[config.mk]
export PLATFORM = sky130hd
export DESIGN_NAME = mini_cpu_core
export DESIGN_NICKNAME = d
export VERILOG_FILES = /design/src/rtl/mini_cpu_pkg.sv /design/src/rtl/mini_cpu_seq_mul.sv /design/src/rtl/mini_cpu_core.sv
export SDC_FILE = /design/constraint.sdc
export NUM_CORES = 1
export LEC_CHECK = 0
export BUFFER_PORTS_ARGS = -buffer_cell sky130_fd_sc_hd__buf_2
export CELL_PAD_IN_SITES_DETAIL_PLACEMENT = 2
export CELL_PAD_IN_SITES_GLOBAL_PLACEMENT = 2
export CORE_MARGIN = 4
export CORE_UTILIZATION = 27
export DETAILED_ROUTE_END_ITERATION = 8
export GPL_ROUTABILITY_DRIVEN = 0
export PLACE_DENSITY_LB_ADDON = 0.1
export SLEW_MARGIN = 15
export SYNTH_ARGS = -nofsm -noshare
export SYNTH_HDL_FRONTEND = slang
export SYNTH_SLANG_ARGS = --single-unit
[constraint.sdc]
create_clock -name clk -period 12.2 [get_ports clk]
set_input_delay 1.83 -clock clk [delete_from_list [all_inputs] [get_ports clk]]
set_output_delay 1.83 -clock clk [all_outputs]
set_load 0.03 [all_outputs]
[src/rtl/mini_cpu_pkg.sv]
// Shared opcodes, FSM state encoding and immediate decoding for mini_cpu_core.
package mini_cpu_pkg;

  localparam logic [2:0] OP_LOAD    = 3'd0;
  localparam logic [2:0] OP_ADD     = 3'd1;
  localparam logic [2:0] OP_ADDI    = 3'd2;
  localparam logic [2:0] OP_SUB     = 3'd3;
  localparam logic [2:0] OP_SUBI    = 3'd4;
  localparam logic [2:0] OP_MUL     = 3'd5;
  localparam logic [2:0] OP_CLEAR   = 3'd6;
  localparam logic [2:0] OP_DISPLAY = 3'd7;

  typedef enum logic [2:0] {S_IDLE, S_EXEC, S_MUL, S_CLR, S_WB} state_t;

  // Sign-magnitude to two's complement; a negative zero folds to 0. Caller truncates.
  function automatic logic [31:0] sm_to_tc(input logic sign, input logic [31:0] mag);
    return sign ? (~mag + 32'd1) : mag;
  endfunction

endpackage

[src/rtl/mini_cpu_seq_mul.sv]
// Shift-add multiplier on operand magnitudes: start loads, then DATA_W iterations run.
// done flags the last iteration, with prod/sign valid in that same cycle; never stalls.
module mini_cpu_seq_mul #(
  parameter int DATA_W = 16
) (
  input  logic                  clk,
  input  logic                  rst,
  input  logic                  start,
  input  logic [DATA_W-1:0]     op_a,
  input  logic [DATA_W-1:0]     op_b,
  output logic                  done,
  output logic [2*DATA_W-1:0]   prod,
  output logic                  sign
);

  localparam int CW = $clog2(DATA_W + 1);

  logic [2*DATA_W-1:0] mcand;
  logic [2*DATA_W-1:0] acc;
  logic [DATA_W-1:0]   mplier;
  logic [CW-1:0]       cnt;
  logic [DATA_W-1:0]   mag_a;
  logic [DATA_W-1:0]   mag_b;

  assign mag_a = op_a[DATA_W-1] ? -op_a : op_a;
  assign mag_b = op_b[DATA_W-1] ? -op_b : op_b;

  // Exposing the accumulator plus the current partial product lets the core
  // consume the full product in the final iteration cycle.
  assign prod = acc + (mplier[0] ? mcand : '0);
  assign done = (cnt == CW'(1));

  always_ff @(posedge clk or posedge rst) begin
    if (rst) begin
      mcand  <= '0;
      acc    <= '0;
      mplier <= '0;
      cnt    <= '0;
      sign   <= 1'b0;
    end else if (start) begin
      mcand  <= {{DATA_W{1'b0}}, mag_a};
      mplier <= mag_b;
      acc    <= '0;
      cnt    <= CW'(DATA_W);
      sign   <= op_a[DATA_W-1] ^ op_b[DATA_W-1];
    end else if (cnt != '0) begin
      acc    <= prod;
      mcand  <= mcand << 1;
      mplier <= mplier >> 1;
      cnt    <= cnt - CW'(1);
    end
  end

endmodule

[src/rtl/mini_cpu_core.sv]
// Register-file CPU running one opcode per synced enviar press; done at T+2 (MUL T+DATA_W+1, CLEAR T+NREGS+1).
// Presses while busy or with ligar low are dropped via cmd_ignored; MINI_CPU_SAT_EN saturates on overflow.
module mini_cpu_core import mini_cpu_pkg::*; #(
  parameter int DATA_W = 16,
  parameter int NREGS  = 16,
  parameter int ADDR_W = $clog2(NREGS),
  parameter int IMM_W  = 7
) (
  input  logic              clk,
  input  logic              rst,
  input  logic              ligar,
  input  logic              enviar,
  input  logic [2:0]        opcode,
  input  logic [ADDR_W-1:0] addr1,
  input  logic [ADDR_W-1:0] addr2,
  input  logic [IMM_W-1:0]  addr3_imm,
  output logic              busy,
  output logic              done,
  output logic [DATA_W-1:0] res_data,
  output logic [ADDR_W-1:0] res_addr,
  output logic [2:0]        res_op,
  output logic              ovf,
  output logic              cmd_ignored
);

  localparam logic [DATA_W-1:0] MAX_V = {1'b0, {(DATA_W-1){1'b1}}};
  localparam logic [DATA_W-1:0] MIN_V = {1'b1, {(DATA_W-1){1'b0}}};

  logic ligar_m, ligar_s, enviar_m, enviar_s, enviar_q;
  state_t              state;
  logic [2:0]          op_q;
  logic [ADDR_W-1:0]   a1_q, a2_q, clr_idx;
  logic [IMM_W-1:0]    imm_q;
  logic [DATA_W-1:0]   regs [NREGS];
  logic                press, accept, abort, wr_en;
  logic [DATA_W-1:0]   imm_val, opa, opb, alu_res, mul_res;
  logic [DATA_W:0]     sum_ext;
  logic                alu_ovf, mul_ovf, is_sub;
  logic                mul_start, mul_done, mul_sign;
  logic [2*DATA_W-1:0] mul_prod;

  always_ff @(posedge clk or posedge rst) begin
    if (rst) begin
      {ligar_m, ligar_s, enviar_m, enviar_s, enviar_q} <= '0;
    end else begin
      ligar_m  <= ligar;
      ligar_s  <= ligar_m;
      enviar_m <= enviar;
      enviar_s <= enviar_m;
      enviar_q <= enviar_s;
    end
  end

  assign press     = enviar_s & ~enviar_q;
  assign accept    = press && ligar_s && (state == S_IDLE);
  // WB is not abortable: done and res_* were already committed on entry.
  assign abort     = !ligar_s && (state == S_EXEC || state == S_MUL || state == S_CLR);
  assign imm_val   = DATA_W'(sm_to_tc(imm_q[IMM_W-1], 32'(imm_q[IMM_W-2:0])));
  assign mul_start = accept && (opcode == OP_MUL);
  assign wr_en     = (state == S_WB) && (op_q != OP_DISPLAY) && (op_q != OP_CLEAR);

  always_comb begin
    opa     = regs[a2_q];
    opb     = (op_q == OP_ADDI || op_q == OP_SUBI) ? imm_val : regs[imm_q[IMM_W-1 -: ADDR_W]];
    is_sub  = (op_q == OP_SUB || op_q == OP_SUBI);
    sum_ext = is_sub ? ({opa[DATA_W-1], opa} - {opb[DATA_W-1], opb})
                     : ({opa[DATA_W-1], opa} + {opb[DATA_W-1], opb});
    alu_ovf = 1'b0;
    alu_res = sum_ext[DATA_W-1:0];
    case (op_q)
      OP_LOAD:                          alu_res = imm_val;
      OP_DISPLAY:                       alu_res = regs[a1_q];
      OP_ADD, OP_ADDI, OP_SUB, OP_SUBI: alu_ovf = sum_ext[DATA_W] ^ sum_ext[DATA_W-1];
      default:                          alu_res = sum_ext[DATA_W-1:0];
    endcase
`ifdef MINI_CPU_SAT_EN
    if (alu_ovf) alu_res = sum_ext[DATA_W] ? MIN_V : MAX_V;
`endif
  end

  mini_cpu_seq_mul #(.DATA_W(DATA_W)) u_mul (
    .clk   (clk),
    .rst   (rst),
    .start (mul_start),
    .op_a  (regs[addr2]),
    .op_b  (regs[addr3_imm[IMM_W-1 -: ADDR_W]]),
    .done  (mul_done),
    .prod  (mul_prod),
    .sign  (mul_sign)
  );

  // A negative product may reach exactly 2^(DATA_W-1) and still fit.
  always_comb begin
    mul_ovf = mul_sign ? (mul_prod > {{DATA_W{1'b0}}, MIN_V})
                       : (mul_prod > {{DATA_W{1'b0}}, MAX_V});
    mul_res = mul_sign ? -mul_prod[DATA_W-1:0] : mul_prod[DATA_W-1:0];
`ifdef MINI_CPU_SAT_EN
    if (mul_ovf) mul_res = mul_sign ? MIN_V : MAX_V;
`endif
  end

  always_ff @(posedge clk or posedge rst) begin
    if (rst) begin
      state       <= S_IDLE;
      op_q        <= '0;
      a1_q        <= '0;
      a2_q        <= '0;
      imm_q       <= '0;
      clr_idx     <= '0;
      busy        <= 1'b0;
      done        <= 1'b0;
      cmd_ignored <= 1'b0;
      ovf         <= 1'b0;
      res_data    <= '0;
      res_addr    <= '0;
      res_op      <= '0;
    end else begin
      done        <= 1'b0;
      cmd_ignored <= press && !accept;
      if (abort) begin
        state <= S_IDLE;
        busy  <= 1'b0;
      end else begin
        case (state)
          S_IDLE: if (accept) begin
            op_q    <= opcode;
            a1_q    <= addr1;
            a2_q    <= addr2;
            imm_q   <= addr3_imm;
            clr_idx <= '0;
            busy    <= 1'b1;
            state   <= (opcode == OP_MUL) ? S_MUL : (opcode == OP_CLEAR) ? S_CLR : S_EXEC;
          end
          S_EXEC: begin
            state    <= S_WB;
            done     <= 1'b1;
            res_data <= alu_res;
            res_addr <= a1_q;
            res_op   <= op_q;
            ovf      <= alu_ovf;
          end
          S_MUL: if (mul_done) begin
            state    <= S_WB;
            done     <= 1'b1;
            res_data <= mul_res;
            res_addr <= a1_q;
            res_op   <= op_q;
            ovf      <= mul_ovf;
          end
          S_CLR: begin
            clr_idx <= clr_idx + ADDR_W'(1);
            if (clr_idx == ADDR_W'(NREGS - 1)) begin
              state    <= S_WB;
              done     <= 1'b1;
              res_data <= '0;
              res_addr <= '0;
              res_op   <= op_q;
              ovf      <= 1'b0;
            end
          end
          S_WB: begin
            state <= S_IDLE;
            busy  <= 1'b0;
          end
          default: state <= S_IDLE;
        endcase
      end
    end
  end

  always_ff @(posedge clk or posedge rst) begin
    if (rst) begin
      for (int i = 0; i < NREGS; i++) regs[i] <= '0;
    end else if (state == S_CLR && !abort) begin
      regs[clr_idx] <= '0;
    end else if (wr_en) begin
      regs[a1_q] <= res_data;
    end
  end

endmodule

### Word level (Yosys, flattened, before mapping)

Cells that the tools add are included.

* word-level logic and storage cells: 192
* input bits: 22
* bits in registers: 399
* output and inout bits: 27

* $add $sub $neg: 9
* eq/ne operators: 21
* bitwise logic cells: 14
* order comparisons: 10
* reductions and logical operators: 31
* multiplexer cells: 68

Operators by type and width (number)
* 2-to-1 mux 256 bit: 2
* 2-to-1 mux 16 bit: 21
* binary-select mux 16 bit (select 4 bit): 5
* AND 256 bit: 1
* bitwise mux 256 bit: 1
* inverter 256 bit: 1
* 2-to-1 mux 32 bit: 5
* demux 16 bit (select 4 bit): 2
* negation 16 bit: 3
* case mux 16 bit (3 select lines): 1
* adder 32 bit: 1
* > comparator 32 x 15 -> 1 bit, second input constant: 1
* > comparator 32 x 16 -> 1 bit, second input constant: 1
* case mux 16 bit (2 select lines): 1
* greater-or-equal comparator 5 bit, second input constant: 6
* inverter 4 -> 5 bit: 6
* 2-to-1 mux 3 bit: 6
* adder 16 x 16 -> 17 bit: 1
* 2-to-1 mux 17 bit: 1
* subtractor 16 x 16 -> 17 bit: 1
* adder 16 x 1 -> 16 bit, second input constant: 1
* inverter 6 -> 16 bit: 1
* equality test 3 bit, second input constant: 5
* equality test 3 x 2 -> 1 bit, second input constant: 4
* other kinds (34): 75

### Logic depth before layout (Yosys ltp)

Gate-level depths: netlist of run 1.

* depth after elaboration: 10
* depth in mapped cells: 26
* depth with buffers taken out: 24

### Hierarchy

From an unflattened synthesis of run 1, not the netlist that was laid out.

* cell total of the unflattened synthesis: 2452
* area total of the unflattened synthesis: 29209.3 um^2

By module, submodules not included
* mini_cpu_core: area each 23065.9 um^2, cells each 1723, times used 1, seq. area each 7832.5 um^2
* mini_cpu_seq_mul: area each 6143.4 um^2, cells each 729, times used 1, seq. area each 2152.1 um^2

### Least setup slack after synthesis of run 1

No wires, ideal clock.

* path type: input -> register
* start: input addr2[0]
* end: register u_mul.mcand[14]
* data required time: 12.117 ns
* stages: 11
* library setup time: 0.083 ns
* slack: 7.153 ns
* arrival time: 4.965 ns
* path buffers: 3
* path through: buf_2 > buf_2 > buf_2 > mux4_2 > mux4_2 > or2_2 > or3_1 > o31ai_1 > xnor2_1 > nand2_1 > o21ai_0

* cells in the longest elaborated chain, start to end: 7

Ends and longest elaborated chain
* from (decl): RTL line mini_cpu_core.sv:15 `input logic [ADDR_W-1:0] addr2,`
* inverter 4 -> 5 bit (implied by the code) *: RTL line mini_cpu_core.sv:85 `.op_a (regs[addr2]),`
* binary-select mux 16 bit (select 4 bit) *: RTL line mini_cpu_core.sv:85
* 2-to-1 mux 16 bit (implied by the code) * (2 in a row): RTL line mini_cpu_core.sv:85
* negation 16 bit: RTL line mini_cpu_seq_mul.sv:25 `assign mag_a = op_a[DATA_W-1] ? -op_a : op_a;`
* 2-to-1 mux 16 bit *: RTL line mini_cpu_seq_mul.sv:25
* 2-to-1 mux 32 bit *: RTL line mini_cpu_seq_mul.sv:40 `end else if (start) begin`
* to (signal assigned): RTL line mini_cpu_seq_mul.sv:41 `mcand <= {{DATA_W{1'b0}}, mag_a};`
* to (signal assigned): RTL line mini_cpu_seq_mul.sv:48 `mcand <= mcand << 1;`
* to (decl): RTL line mini_cpu_seq_mul.sv:18 `logic [2*DATA_W-1:0] mcand;`

Mark *: on every way between the ends. The rest lies on a longest branch, timed or not. The select of a mux whose other input is x is not followed.
A chain may end at the register's enable or synchronous reset.

### Worst setup path in the final report of run 1

* start: register imm_q[3]
* end: register ovf

* cells in the longest elaborated chain, start to end: 10
* elaborated cells between the ends (all ways): 14
* classes of those cells: add/sub: 3; mux: 8; bitwise: 3

Ends and longest elaborated chain
* from (decl): RTL line mini_cpu_core.sv:33 `logic [IMM_W-1:0] imm_q;`
* from (signal assigned): RTL line mini_cpu_core.sv:129 `imm_q <= addr3_imm;`
* branches (longest 4 deep; another with adder 16 x 1 -> 16 bit)
* 2-to-1 mux 16 bit *: RTL line mini_cpu_core.sv:64 `opb = (op_q == OP_ADDI || op_q == OP_SUBI) ? imm_val : regs[imm_q[IMM_W-1 -: ADDR_W]];`
* adder 16 x 16 -> 17 bit / subtractor 16 x 16 -> 17 bit (equally long branches): RTL line mini_cpu_core.sv:67, mini_cpu_core.sv:66
* 2-to-1 mux 17 bit *: RTL line mini_cpu_core.sv:66 `sum_ext = is_sub ? ({opa[DATA_W-1], opa} - {opb[DATA_W-1], opb})`
* bitwise XOR 1 bit *: RTL line mini_cpu_core.sv:73 `OP_ADD, OP_ADDI, OP_SUB, OP_SUBI: alu_ovf = sum_ext[DATA_W] ^ sum_ext[DATA_W-1];`
* 2-to-1 mux 1 bit *: RTL line mini_cpu_core.sv:70 `case (op_q)`
* case mux 1 bit (3 select lines) *: RTL line mini_cpu_core.sv:124 `case (state)`
* to (signal assigned): RTL line mini_cpu_core.sv:140 `ovf <= alu_ovf;`
* to (signal assigned): RTL line mini_cpu_core.sv:148 `ovf <= mul_ovf;`
* to (decl): RTL line mini_cpu_core.sv:22 `output logic ovf,`

Mark *: on every way between the ends. The select of a mux whose other input is x is not followed.

==> metrics.yaml, run 1 <==
run_status:
  status: "finished clean"
timing:
  tightestPinTransition_ps: 1280
  drv_slew: 0
  slew_headroom_pct: 14.46
  tns_ps: 0
  timing.hold.ws_ps: 347.6
  fin_crit_sh_pct: 53.95
  rsz0062_at_grt: "no"
  finalCriticalPeriod_ps: 6582
  fmax_mhz: 151.9
  finalHoldViolCount: 0
  fin_skew_ps: 31.21
  setup_viol: 0
global_routing:
  antenna_found_initial: 4
  grtUsageTotal_pct: 24.44
  grt_start_max_net_pins: 140
  first_global_vias: 25340
  grt_pass1_wl_mm: 198.9
  grt_overflow: 0
yosys:
  ys_types: 75
  yosysWarnings: 0
  synth.ff_latch_count: 399
  syn_nets: 2542
  synth_seq_area_share_pct: 34.17
  synthArstFlopShare_pct: 100.0
  synth-edff-count: 0
  syn-instance-count: 2456
  avgSynthCellArea_sq_um: 11.90
  synthFlopType: "dfrtp_1"
  synthesis.area_sq_um: 29220
layout:
  nFillCells: 11266
  finalNetCount: 2485
  drive_gt1_share_pct: 27.72
  final_cell_area_sq_um: 33210
  final_cell_mix: "dfrtp_1, mux4_2, a22o_1"
  multiInputGateArea_sq_um: 18420
  areaGrowthSynthToFinish_pct: 13.67
  final_common_cell: "dfrtp_1"
  seqCellArea_sq_um: 10010
drt:
  via_per_inst: 6.138
  firstDrtPassIters: 6
  drt.antenna.violating_nets: 0
  drt_iter0_markers: 2000
  vias: 23631
  drcViolationCount: 0
  wl_per_cell_um: 36.01
  finalWirelength_mm: 138.6
worst_setup_path:
  arrival_ps: 7150
  slowest_stage: "buf_4"
  path_class: "reg -> reg"
  critical_path_buf_inv_count: 3
  startpoint: "imm_q[3]$_DFFE_PP0P_"
  crit_fanout: 42
  cp.required_ps: 12770
  rr_worst_depth: 25
  r2r_end: "ovf$_DFFE_PP0P_"
  worstSetupEndpointType: "register"
  cp.depth: 25
  path_delay_family: "compound AO/OA/AOI/OAI gates"
  r2r-start: "imm_q[3]$_DFFE_PP0P_"
  slowest_delay_ps: 760
  critPathCapture: "ovf$_DFFE_PP0P_"
  crit_path_start_kind: "register"
  ff2ff_setup_slack_ps: 5620
clocking:
  cts_tree: "built"
  clock-root-buffer: "clkbuf_16"
  clk-insertion-delay-late_ps: 670
  clock_sinks: 399
  cts_resized: 0
  clockBufferDepth: 3
  post-cts-setup-buffers: 0
  holdBufCountCts: 0
  cts_buffers: 55
  clk_pin_slew_worst_paths_ps: 60
  h-tree-depth: 2
pwr:
  leakage_nw: 13.17
  power_density_nw_per_um2: 280.7
  vdd_drop_max_v: 0.0001214
die:
  die_x_um: 337.0
  dieArea_sq_um: 113500
  core_sq_um: 107200
  fp-row-count: 120
  start_util_pct: 27.25
  dieHeight_um: 337.0
  pin_count: 49
placement:
  placed_area_sq_um: 31140
  hpwl_mm: 89.23
  port_buffers: 48
flow_run:
  drv_cap: 0
min_path:
  hp-class: "reg -> reg"
[sequential cells by signal (all words and copies together) (netlist names), 3 cells and up]
signal and cells:
u_mul.mplier 16, regs 256, op_q 3, a1_q 4, imm_q 7, a2_q 4
res_data 16, u_mul.acc 32, u_mul.mcand 32, res_addr 4, state 3, clr_idx 4
u_mul.cnt 5, res_op 3
[worst min-delay path by stage]
stage	cells past startpoint	start	endpoint	slack, ps
2_1_floorplan	0	enviar_m$_DFF_PP0_	enviar_s$_DFF_PP0_	330
3_3_place_gp	0	enviar_m$_DFF_PP0_	enviar_s$_DFF_PP0_	340
3_5_place_dp	0	ligar_m$_DFF_PP0_	ligar_s$_DFF_PP0_	340
4_1_cts	0	enviar_m$_DFF_PP0_	enviar_s$_DFF_PP0_	350
5_1_grt	0	enviar_m$_DFF_PP0_	enviar_s$_DFF_PP0_	360
6_report	0	enviar_m$_DFF_PP0_	enviar_s$_DFF_PP0_	350
[worst register-to-register path, cell delays in order, from the launching register on]
cell and delay (ps):
dfrtp_4 710, buf_4 760, mux4_2 660, mux4_2 480
nand2_1 80, o21ai_0 150, inv_1 110, ha_1 170
inv_1 50, a211oi_1 270, nand4b_1 260, nor2_1 300
a31oi_1 140, xor2_1 180, ha_1 380, o21a_1 240
nand2_1 120, nor3b_1 60, a21oi_1 150, o311ai_0 150
a21oi_1 200, xnor2_1 170, xor2_1 230, xnor2_1 150
nand4_1 120, a31oi_1 200
[routing by layer]
metal | GRT usage [%] | routed length, um
met5 | 0 | 10
met4 | 8.194 | 5446
met3 | 4.340 | 8728
met2 | 40.39 | 65740
met1 | 32.48 | 58730
[synth_stat cells, drive strengths merged, types with 6 or more instances]
| cell | count | share of area [%] |
|---|---|---|
| inv | 44 | 0.57 |
| nor2b | 8 | 0.17 |
| a31oi | 12 | 0.26 |
| nor2 | 106 | 1.4 |
| a21oi | 137 | 2.3 |
| and3 | 10 | 0.21 |
| nand4 | 11 | 0.24 |
| o211ai | 10 | 0.26 |
| xor2 | 31 | 0.93 |
| a22oi | 13 | 0.33 |
| o221ai | 7 | 0.21 |
| nor4 | 8 | 0.17 |
| a211oi | 22 | 0.57 |
| ha | 62 | 2.7 |
| buf | 79 | 1.3 |
| clkbuf | 151 | 1.9 |
| and2 | 43 | 0.92 |
| or3 | 23 | 0.53 |
| a21o | 13 | 0.33 |
| nor3 | 28 | 0.48 |
| nand2 | 226 | 2.9 |
| or2 | 7 | 0.15 |
| mux2 | 22 | 0.85 |
| o21ai | 83 | 1.4 |
| a22o | 256 | 7.7 |
| mux4 | 385 | 30 |
| mux2i | 42 | 1.4 |
| nand3 | 29 | 0.50 |
| o21a | 12 | 0.31 |
| nand2b | 15 | 0.32 |
| dfrtp | 399 | 34 |
| o31ai | 9 | 0.23 |
| xnor2 | 75 | 2.2 |
| nor3b | 6 | 0.15 |
[cell families (layout without fill, tap and decap cells)]
kind of cell	count (synthesis)	count (layout)	share of synthesized area [%]
compound gates	622	622	15.38
simple gates	542	542	8.753
mux	449	449	31.96
flops	399	399	34.17
buf+inv	274	264	3.760
xor+xnor	106	106	3.177
fa+ha+maj	64	64	2.792
other cells	0	1	0
[report_power, final]
| part | total, mW | internal, mW | switching [mW] |
|---|---|---|---|
| logic | 4.98 | 2.17 | 2.81 |
| clock network | 1.89 | 1.17 | 0.712 |
| registers | 2.46 | 1.69 | 0.765 |
| total | 9.32 | 5.03 | 4.29 |
[metrics by stage]
| stage | power [mW] | util [%] | cells | setup slack, ps |
|---|---|---|---|---|
| 3_3_place_gp | 7.316 | 29.04 | 3745 | 5614 |
| 2_1_floorplan | 5.670 | - | 2456 | 4998 |
| 4_1_cts | 9.363 | 30.98 | 3849 | 5533 |
| 3_5_place_dp | 7.411 | 29.05 | 3745 | 5595 |
| 5_1_grt | 9.833 | 30.98 | 3849 | 5066 |
| 6_report | 9.323 | 30.98 | 3850 | 5618 |
[final cells by class]
| type | count | share of cell area [%] |
|---|---|---|
| Tap cell | 1403 | 5.285 |
| Clock inverter | 31 | 1.529 |
| Clock buffer | 73 | 4.713 |
| Inverter | 44 | 0.5086 |
| Sequential cell | 399 | 30.13 |
| Timing Repair Buffer | 116 | 2.366 |
| Antenna cell | 1 | 0.007534 |
| Multi-Input combinational cell | 1783 | 55.46 |
(Power assumes the default switching activity.)
==> run 2, diff against run 1 <==
==> constraint.sdc (replaced) <==
create_clock -name clk -period 6.85 [get_ports clk]
set_input_delay 1.0275 -clock clk [delete_from_list [all_inputs] [get_ports clk]]
set_output_delay 1.0275 -clock clk [all_outputs]
set_load 0.03 [all_outputs]
==> run 2 against run 1 <==
Against the previous run:
- global-route usage about the same
- die area did not move
- register-to-register slack lost 4500 ps
- largest power group unchanged
==> metrics.yaml, run 2 (same netlist as run 1, synthesis figures left out) <==
layout:
  reg.largest.list: "regs (256), u_mul.acc (32), u_mul.mcand (32)"
  final_common_cell: "dfrtp_1"
  regMostFlops: "regs"
  finalNetCount: 2503  # +0.72%
  largest_reg_flops: 256  # unchanged
  areaGrowthSynthToFinish_pct: 13.32
  final_cell_mix: "dfrtp_1, mux4_2, a22o_1"
  nFillCells: 11328  # +0.55%
  drive_gt1_share_pct: 27.83  # +0.12 points
global_routing:
  met1_usage_pct: 32.05  # -0.43 points
  gr-usage-met3_pct: 4.437  # +0.098 points
  antenna_found_initial: 3  # -1
  grt_pass1_wl_mm: 199.4  # +0.25%
  top_usage_layer: "met2"
  grt_start_max_net_pins: 148  # +5.7%
  grtUsageTotal_pct: 24.41  # -0.030 points
  first_global_vias: 25458  # +0.47%
  grt_overflow: 0  # unchanged
  met2_usage_pct: 40.67  # +0.28 points
drt:
  via_per_inst: 6.147  # +0.14%
  wl_per_cell_um: 35.92  # -0.25%
  drt_iter0_markers: 2373  # +19%
  drcViolationCount: 0  # unchanged
  drt.antenna.violating_nets: 0  # unchanged
  finalWirelength_mm: 138.9  # +0.17%
  vias: 23763  # +0.56%
  firstDrtPassIters: 5  # -1
die:
  dieArea_sq_um: 113500  # unchanged
  dieHeight_um: 337.0  # unchanged
  pin_count: 49  # unchanged
  die_x_um: 337.0  # unchanged
  fp-row-count: 120  # unchanged
  start_util_pct: 27.25  # unchanged
  core_sq_um: 107200  # unchanged
timing:
  tns_ps: 0  # unchanged
  setup_viol: 0  # unchanged
  fmax_mhz: 174.4  # +15%
  rsz0062_at_grt: "no"
  slew_headroom_pct: 17.68  # +3.2 points
  timing.hold.ws_ps: 352.1  # +4.476 ps
  drv_slew: 0  # unchanged
  tightestPinTransition_ps: 1235  # -45.23 ps
  finalCriticalPeriod_ps: 5734  # -848.8 ps
  fin_crit_sh_pct: 83.70  # +30 points
  finalHoldViolCount: 0  # unchanged
  fin_skew_ps: 33.10  # +1.889 ps
worst_setup_path:
  arrival_ps: 6290  # -860 ps
  path_class: "reg -> reg"
  worstSetupEndpointType: "register"
  slowest_delay_ps: 600  # -160 ps
  critical_path_buf_inv_count: 1  # -2
  worstPathCellList: "buf_4 > mux4_2 > nand2b_1 > a41o_1 > a221oi_1 > nand2_1 > nor2_1 > a31oi_1 > xor2_1 > ha_1 > o21a_1 > nand2_1 > nor3b_1 > a21oi_1 > o311ai_0 > a21oi_1 > xnor2_1 > xor2_1 > xnor2_1 > nand4_1 > a31oi_1"
  path_delay_family: "compound AO/OA/AOI/OAI gates"
  slowest_stage: "a221oi_1"
  cp.required_ps: 7410  # -5360 ps
  crit_path_start_kind: "register"
  crit_fanout: 30  # -29%
clocking:
  clk_pin_slew_worst_paths_ps: 60  # about the same
  clock_sinks: 399  # unchanged
  h-tree-depth: 2  # unchanged
  cts_resized: 0  # unchanged
  clk-insertion-delay-late_ps: 660  # about the same
  cts_tree: "built"
  post-cts-setup-buffers: 0  # unchanged
  clockBufferDepth: 3  # unchanged
  holdBufCountCts: 0  # unchanged
  clock-root-buffer: "clkbuf_16"
  cts_buffers: 55  # unchanged
run_status:
  status: "finished clean"
pwr:
  leakage_nw: 13.13  # -0.28%
  power_density_nw_per_um2: 490.0  # +75%
  vdd_drop_max_v: 0.0001945  # +60%
flow_run:
  drv_cap: 0  # unchanged
min_path:
  hp-class: "reg -> reg"
placement:
  port_buffers: 48  # unchanged
  hpwl_mm: 90.81  # +1.8%
-- run 2: cell types whose count changed in the layout (fill, tap and decap cells not counted), sizes merged --
cell      delta
buf         +18
clkbuf      +10
bufinv       -8
clkinvlp     +1
clkinv       -6
diode        +1
-- run 2: layout make-up --
cell class	count	area, sq um	area share [%]
well taps	1403	1755	5.302
multi-input cells	1783	18410	55.62
clock inverters	18	226.5	0.6840
flip-flops and latches	399	10010	30.22
inverters	44	168.9	0.5102
repair buffers	134	920.9	2.781
clock buffers	83	1612	4.867
diodes	2	5.005	0.01512
-- run 2: path summary, 6_finish.rpt --
kind | slack [ps] | from | endpoint | cells after the start
max | 1120 | imm_q[3]$_DFFE_PP0P_ | ovf$_DFFE_PP0P_ | 21
min | 350 | enviar_m$_DFF_PP0_ | enviar_s$_DFF_PP0_ | 0
max reg2reg | 1120 | imm_q[3]$_DFFE_PP0P_ | ovf$_DFFE_PP0P_ | 21
min reg2reg | 350 | enviar_m$_DFF_PP0_ | enviar_s$_DFF_PP0_ | 0
max in group asynchronous | 4730 | rst | regs[130]$_DFFE_PP0P_ | 4
min in group asynchronous | 530 | rst | busy$_DFFE_PP0P_ | 3
-- run 2: per-stage QoR --
step                      power [mW]  setup WS (ps)  std cells  area (sq um)  utilization (%)
after floorplan                10.10          450.7       2456         29220                -
after global placement         13.04           1243       3763         31260            29.16
after detailed placement       13.18           1151       3763         31270            29.17
after CTS                      16.31           1122       3864         33100            30.88
after global routing           17.20          639.9       3864         33100            30.88
final                          16.22           1116       3866         33110            30.88
-- run 2: report_power, final --
part           internal [mW]  switching [mW]
combinational           3.90            4.86
sequential              3.01            1.44
clock                   1.80            1.21
-- run 2: layer usage --
metal	wire [um]	part of all wire (%)	vias to the layer above
met5	0	0	-
met4	5438	3.9	0
met3	8712	6.3	231
met2	66560	48	873
met1	58170	42	13055
li1	-	-	9604
